$ cat config.mk
export PLATFORM = sky130hd
export DESIGN_NAME = isqrt_seq_flat
export DESIGN_NICKNAME = d
export VERILOG_FILES = /design/src/rtl/isqrt_seq_if.sv /design/src/rtl/isqrt_seq.sv /design/src/flat_wrapper.sv
export SDC_FILE = /design/constraint.sdc
export NUM_CORES = 1
export LEC_CHECK = 0
export BUFFER_PORTS_ARGS = -buffer_cell sky130_fd_sc_hd__buf_2
export CAP_MARGIN = 20
export CORE_UTILIZATION = 56
export CTS_BUF_LIST = sky130_fd_sc_hd__clkbuf_4 sky130_fd_sc_hd__clkbuf_8 sky130_fd_sc_hd__clkbuf_16
export DETAILED_ROUTE_END_ITERATION = 8
export MAX_ROUTING_LAYER = met4
export PLACE_DENSITY = 0.86
export SETUP_SLACK_MARGIN = 0.3
export SYNTH_ARGS = -nofsm -noshare
export SYNTH_HDL_FRONTEND = slang
export SYNTH_SLANG_ARGS = --single-unit
$ cat constraint.sdc
create_clock -name clk -period 3 [get_ports clk]
set_input_delay 0.6 -clock clk [delete_from_list [all_inputs] [get_ports clk]]
set_output_delay 0.6 -clock clk [all_outputs]
set_load 0.02 [all_outputs]
$ cat src/rtl/isqrt_seq_if.sv
// isqrt_seq_if -- handshake bundle for the sequential integer square root.
//   in_valid  : radicand x is valid              (master -> slave)
//   in_ready  : block can accept x               (slave  -> master)
//   x         : unsigned radicand, WIDTH bits    (master -> slave)
//   out_valid : root/rem valid, held until taken (slave  -> master)
//   out_ready : downstream accepts the result    (master -> slave)
//   root      : square root, WIDTH/2 bits        (slave  -> master)
//   rem       : x - floor(sqrt(x))^2, WIDTH/2+1  (slave  -> master)
interface isqrt_seq_if #(
    parameter int unsigned WIDTH = 16
);
    logic                 in_valid;
    logic                 in_ready;
    logic [WIDTH-1:0]     x;
    logic                 out_valid;
    logic                 out_ready;
    logic [WIDTH/2-1:0]   root;
    logic [WIDTH/2:0]     rem;

    modport master (
        output in_valid, x, out_ready,
        input  in_ready, out_valid, root, rem
    );

    modport slave (
        input  in_valid, x, out_ready,
        output in_ready, out_valid, root, rem
    );
endinterface

$ cat src/rtl/isqrt_seq.sv
// isqrt_seq -- sequential restoring integer square root.
//   Returns root = floor(sqrt(x)) and rem = x - root^2, one root bit per
//   clock through a single trial subtractor. Accept at edge k, result valid
//   after edge k+WIDTH/2; result held until out_ready.
// Parameters:
//   WIDTH : radicand width (even, >= 4); root is WIDTH/2 bits.
// Ports:
//   clk   : clock, all state on the rising edge
//   rst   : synchronous reset, active-high; aborts any calculation
//   bus   : isqrt_seq_if.slave (in_valid/in_ready/x, out_valid/out_ready/root/rem)
// Build option:
//   ISQRT_ROUND_EN : when defined, root is rounded to nearest (saturating at
//                    all-ones); rem still reports the floor remainder.
module isqrt_seq #(
    parameter int unsigned WIDTH = 16
) (
    input logic        clk,
    input logic        rst,
    isqrt_seq_if.slave bus
);
    localparam int unsigned HW = WIDTH / 2;
    localparam int unsigned CW = (HW > 2) ? $clog2(HW) : 1;

    typedef enum logic [1:0] {
        IDLE,
        CALC,
        DONE
    } state_t;

    state_t state, state_nxt;

    logic [WIDTH-1:0] xs;      // radicand shift register
    logic [HW+1:0]    r_q;     // partial remainder R
    logic [HW-1:0]    q_q;     // partial root Q
    logic [CW-1:0]    cnt;     // iterations remaining after the current one
    logic [HW-1:0]    root_q;
    logic [HW:0]      rem_q;

    logic [HW+1:0]    r_sh;
    logic [HW+1:0]    t_val;
    logic             ge;
    logic [HW+1:0]    r_nxt;
    logic [HW-1:0]    q_nxt;
    logic [HW-1:0]    root_fin;

    // One restoring iteration. R stays below 2^HW before the shift, so
    // truncating the concatenation drops only zero bits.
    always_comb begin
        r_sh  = (HW+2)'({r_q, xs[WIDTH-1 -: 2]});
        t_val = {q_q, 2'b01};
        ge    = (r_sh >= t_val);
        r_nxt = ge ? (r_sh - t_val) : r_sh;
        q_nxt = {q_q[HW-2:0], ge};
    end

`ifdef ISQRT_ROUND_EN
    // Round up when x - Q^2 > Q, i.e. x > (Q + 1/2)^2; hold at all-ones.
    always_comb begin
        root_fin = q_nxt;
        if ((r_nxt > {2'b00, q_nxt}) && !(&q_nxt))
            root_fin = q_nxt + HW'(1);
    end
`else
    always_comb begin
        root_fin = q_nxt;
    end
`endif

    // State register
    always_ff @(posedge clk) begin
        if (rst)
            state <= IDLE;
        else
            state <= state_nxt;
    end

    // Next-state logic
    always_comb begin
        state_nxt = state;
        case (state)
            IDLE: if (bus.in_valid)  state_nxt = CALC;
            CALC: if (cnt == '0)     state_nxt = DONE;
            DONE: if (bus.out_ready) state_nxt = IDLE;
            default:                 state_nxt = IDLE;
        endcase
    end

    // Outputs
    always_comb begin
        bus.in_ready  = (state == IDLE);
        bus.out_valid = (state == DONE);
        bus.root      = root_q;
        bus.rem       = rem_q;
    end

    // Datapath
    always_ff @(posedge clk) begin
        if (rst) begin
            xs     <= '0;
            r_q    <= '0;
            q_q    <= '0;
            cnt    <= '0;
            root_q <= '0;
            rem_q  <= '0;
        end else begin
            case (state)
                IDLE: begin
                    if (bus.in_valid) begin
                        xs  <= bus.x;
                        r_q <= '0;
                        q_q <= '0;
                        cnt <= CW'(HW - 1);
                    end
                end
                CALC: begin
                    xs  <= {xs[WIDTH-3:0], 2'b00};
                    r_q <= r_nxt;
                    q_q <= q_nxt;
                    cnt <= cnt - CW'(1);
                    if (cnt == '0) begin
                        root_q <= root_fin;
                        rem_q  <= r_nxt[HW:0];
                    end
                end
                default: begin
                end
            endcase
        end
    end
endmodule
$ cat src/flat_wrapper.sv
// flat-port wrapper written by rule: the top's interface ports become plain ports
module isqrt_seq_flat 
#(
    parameter int unsigned WIDTH = 16
)
  (clk, rst, bus_in_valid, bus_x, bus_out_ready, bus_in_ready, bus_out_valid, bus_root, bus_rem);
  isqrt_seq_if #(.WIDTH(WIDTH)) bus_i ();
  input logic clk;
  input logic rst;
  input wire logic [$bits(bus_i.in_valid)-1:0] bus_in_valid;
  input wire logic [$bits(bus_i.x)-1:0] bus_x;
  input wire logic [$bits(bus_i.out_ready)-1:0] bus_out_ready;
  output wire logic [$bits(bus_i.in_ready)-1:0] bus_in_ready;
  output wire logic [$bits(bus_i.out_valid)-1:0] bus_out_valid;
  output wire logic [$bits(bus_i.root)-1:0] bus_root;
  output wire logic [$bits(bus_i.rem)-1:0] bus_rem;
  assign bus_i.in_valid = bus_in_valid;
  assign bus_i.x = bus_x;
  assign bus_i.out_ready = bus_out_ready;
  assign bus_in_ready = bus_i.in_ready;
  assign bus_out_valid = bus_i.out_valid;
  assign bus_root = bus_i.root;
  assign bus_rem = bus_i.rem;
  isqrt_seq #(.WIDTH(WIDTH)) u_core (.clk(clk), .rst(rst), .bus(bus_i));
endmodule
==> reports/qor.csv <==
stage,metric,value,unit
drt,routed len/inst,13.7,µm
clock_tree,total CTS buffers,5,
drt,Initial DRC Count,133,
power_and_ir_drop,Clock power frac,15.7,%
drt,via count,2322,
logic_synthesis,synthesis-stage register bit count,54,
logic_synthesis,syn avg cell area,8.02,µm²
logic_synthesis,Post-Syn Nets,361,
die,core footprint,0.00444,mm²
timing,Final period util,79.8,%
power_and_ir_drop,Int Power,1.58,mW
power_and_ir_drop,Cell Pwr Density,933,mW/mm²
cells_and_area,Final nets,391,
die,IO Pins,39,
setup_path,Worst R2R Path Depth,8,
cells_and_area,"Cell Count, Final, Fillers Out",412,
power_and_ir_drop,Peak VDD IR,537,µV
timing,Fin. Hold Viols,0,
clock_tree,clock root buffer,clkbuf_8,
timing,relative slew slack,59.7,%
placement,placed insts,404,
cells_and_area,"commonest non-fill, non-tap cell in the layout",nor2_1,
power_and_ir_drop,sw power,1.17,mW
power_and_ir_drop,overall power,2.75,mW
drt,antenna-violating nets left,0,
setup_path,crit path kind,reg -> reg,
clock_tree,clk sink count,54,
timing,Pins Over Slew Limit,0,
logic_synthesis,Synth cell types,46,
hold_path,critical hold path startpoint,u_core.bus.rem[0],
run,Max Cap Viol,0,
die,# rows,24,
placement,placed cell area,0.00285,mm²
global_route,first-pass GRT wire length,9790,µm
global_route,largest net degree at the start of global routing,35,
outcome,status,"complete, but fails checks",
power_and_ir_drop,sequential share of power,32.6,%
logic_synthesis,cells after synthesis,329,
hold_path,Worst Hold Depth,2,
setup_path,Setup crit start kind,register,
outcome,failing checks,DRC,
cells_and_area,most frequent cells in the layout,"nor2_1 (69), dfxtp_1 (54), buf_2 (38)",
power_and_ir_drop,Logic pwr share,51.7,%
setup_path,RR Startpoint,u_core.q_q[3],
hold_path,Hold EP,u_core.bus.rem[0],
clock_tree,H-tree depth,2,
setup_path,"setup slack, reg-to-reg",0.61,ns
clock_tree,CTS resizes,0,
placement,RePlAce Congestion,0.944,
global_route,all-layer global routing usage,25.3,%
cells_and_area,ANT cells,0,
cells_and_area,Finished Cell Area,0.00295,mm²
clock_tree,"Clk Latency, worst-skew pair",0.32,ns
die,DIE HEIGHT,70.7,µm
clock_tree,CTS tree,yes,
setup_path,Critical Path AT,2.58,ns
timing,unrepaired setup endpoints after global routing,no,
global_route,grt total ovfl,0,
power_and_ir_drop,Pleak,1.25,nW
cells_and_area,Area growth syn-to-layout,11.7,%
clock_tree,"CTS clk-pin slew, worst paths",0.11,ns
die,Initial Utilization,59.4,%
timing,endpoints failing setup,0,
clock_tree,Post-CTS Setup Inserts,0,
drt,Residual DRC,6,
timing,Final Skew,0.0146,ns
global_route,vias in the first global route,2196,
cells_and_area,filler cell count in the final layout,408,
clock_tree,Hold Buf Count CTS,0,
die,die width,70.7,µm
setup_path,worst-path fanout max,15,
placement,port buffer count,38,
cells_and_area,share of cells above drive strength 1,15.8,%
die,die footprint,0.00499,mm²
timing,setup total negative slack,0,ns
setup_path,WP data required,3.19,ns
timing,worst slew pin tran,0.603,ns
drt,drt via density,5.64,
placement,Detail Placement HPWL,3910,µm
logic_synthesis,warnings from Yosys,0,
drt,DRT Pass-1 Iters,6,
drt,WL final,5640,µm
timing,post-layout min period,2.39,ns
setup_path,worst flop-to-flop path endpoint,u_core.bus.rem[7],
setup_path,CP Capture Type,register,
logic_synthesis,Synth Cell Area,0.00264,mm²
timing,f_max,418,MHz
clock_tree,clock tree buffer depth,2,
hold_path,worst hold path class,reg -> reg,
logic_synthesis,register area share after synthesis,40.9,%
global_route,initial antenna violation count,0,
power_and_ir_drop,Sw Share,42.6,%
-- cell usage after synthesis (all sizes together) --
library cell	n	area, µm²
clkbuf	18	67.6
a211o	2	17.5
or4b	1	10.0
dfxtp	54	1080
nand2	22	82.6
nor3	12	60.1
o22ai	2	12.5
o31a	1	8.76
or2	1	6.26
a22o	2	17.5
a32oi	4	35.0
o41ai	1	8.76
a21oi	30	154
a22oi	7	52.6
inv	14	52.6
nand3	1	5.00
nor2b	16	100
a2bb2oi	1	8.76
a211oi	9	72.6
nor4bb	1	10.0
a311oi	1	8.76
nand2b	5	31.3
a32o	1	10.0
o21a	4	30.0
nor2	70	270
o21ai	11	55.1
and3	1	6.26
a221oi	3	32.5
or3	1	6.26
and4	1	8.76
nand4	1	6.26
xnor2	4	35.0
ha	12	150
nor3b	1	7.51
buf	3	18.8
mux2i	6	60.1
nand3b	2	15.0
o311ai	1	8.76
xor2	1	8.76
o31ai	1	7.51
-- layer usage --
metal / up-vias / track usage [%] / wire [µm] / part of all wire, %
li1: 1194 / - / - / -
met1: 1057 / 29.7 / 2610 / 46
met2: 59 / 42.0 / 2670 / 47
met3: 12 / 4.84 / 204 / 3.6
met4: 0 / 11.8 / 157 / 2.8
met5: - / - / 0 / 0
-- worst max-delay path, cell delays in order, from the launching register on --
cell	delay (ns)
dfxtp_1	0.39
inv_1	0.06
ha_1	0.38
and4_1	0.25
a221oi_2	0.24
a21oi_2	0.12
nor2_4	0.39
mux2i_1	0.33
a211oi_2	0.10
-- through the flow --
step | worst slack, ns | hold WS, ns | util [%]
after CTS | 0.621 | 0.462 | 66.4
after global routing | 0.459 | 0.483 | 66.4
after global placement | 0.735 | 0.439 | 64.2
after floorplan | 0.871 | 0.433 | -
after detailed placement | 0.666 | 0.446 | 64.2
final | 0.607 | 0.456 | 66.4
-- how the worst max path moves through the flow --
stage	from	depth (start not counted)	slack [ns]	to
6_report	u_core.q_q[3]	8	0.61	u_core.bus.rem[7]
5_1_grt	u_core.q_q[3]	8	0.46	u_core.bus.rem[7]
4_1_cts	u_core.q_q[3]	8	0.62	u_core.bus.rem[7]
3_5_place_dp	u_core.q_q[3]	8	0.67	u_core.bus.rem[7]
3_3_place_gp	u_core.q_q[3]	8	0.74	u_core.bus.rem[7]
2_1_floorplan	u_core.q_q[3]	9	0.87	u_core.bus.rem[7]
-- area by class of cell --
| class | instances | area, µm² | share of cell area (%) |
|---|---|---|---|
| Multi-Input combinational cell | 240 | 1420 | 48.2 |
| Tap cell | 52 | 65.1 | 2.21 |
| Clock buffer | 5 | 68.8 | 2.33 |
| Sequential cell | 54 | 1080 | 36.7 |
| Clock inverter | 3 | 26.3 | 0.891 |
| Inverter | 14 | 52.6 | 1.78 |
| Timing Repair Buffer | 44 | 235 | 7.98 |
-- flip-flops by register name, summed over array words and instances (netlist names) --
signal,count
u_core.bus.root,8
u_core.r_q,8
u_core.q_q,8
u_core.xs,16
u_core.state,2
u_core.cnt,3
u_core.bus.rem,9
-- cells by family (layout without fill, tap and decap cells) --
family / count (synthesis) / after routing / share of synthesized area (%)
xor gates and xnor gates: 5 / 5 / 1.66
adders and majority gates: 12 / 12 / 5.69
and+or+nand+nor: 136 / 136 / 23.7
buffers and inverters: 35 / 66 / 5.26
muxes: 6 / 6 / 2.27
DFF: 54 / 54 / 40.9
AOI/OAI and AO/OA: 81 / 81 / 20.5
-- power groups by stage --
| stage | registers (mW) | clock network [mW] | logic, mW |
|---|---|---|---|
| 6_report | 0.898 | 0.432 | 1.42 |
| 5_1_grt | 0.909 | 0.476 | 1.55 |
| 3_3_place_gp | 0.911 | 0 | 1.36 |
| 3_5_place_dp | 0.912 | 0 | 1.40 |
| 4_1_cts | 0.896 | 0.441 | 1.41 |
| 2_1_floorplan | 0.914 | 0 | 1.18 |
Power figures use the tool's default switching activity.
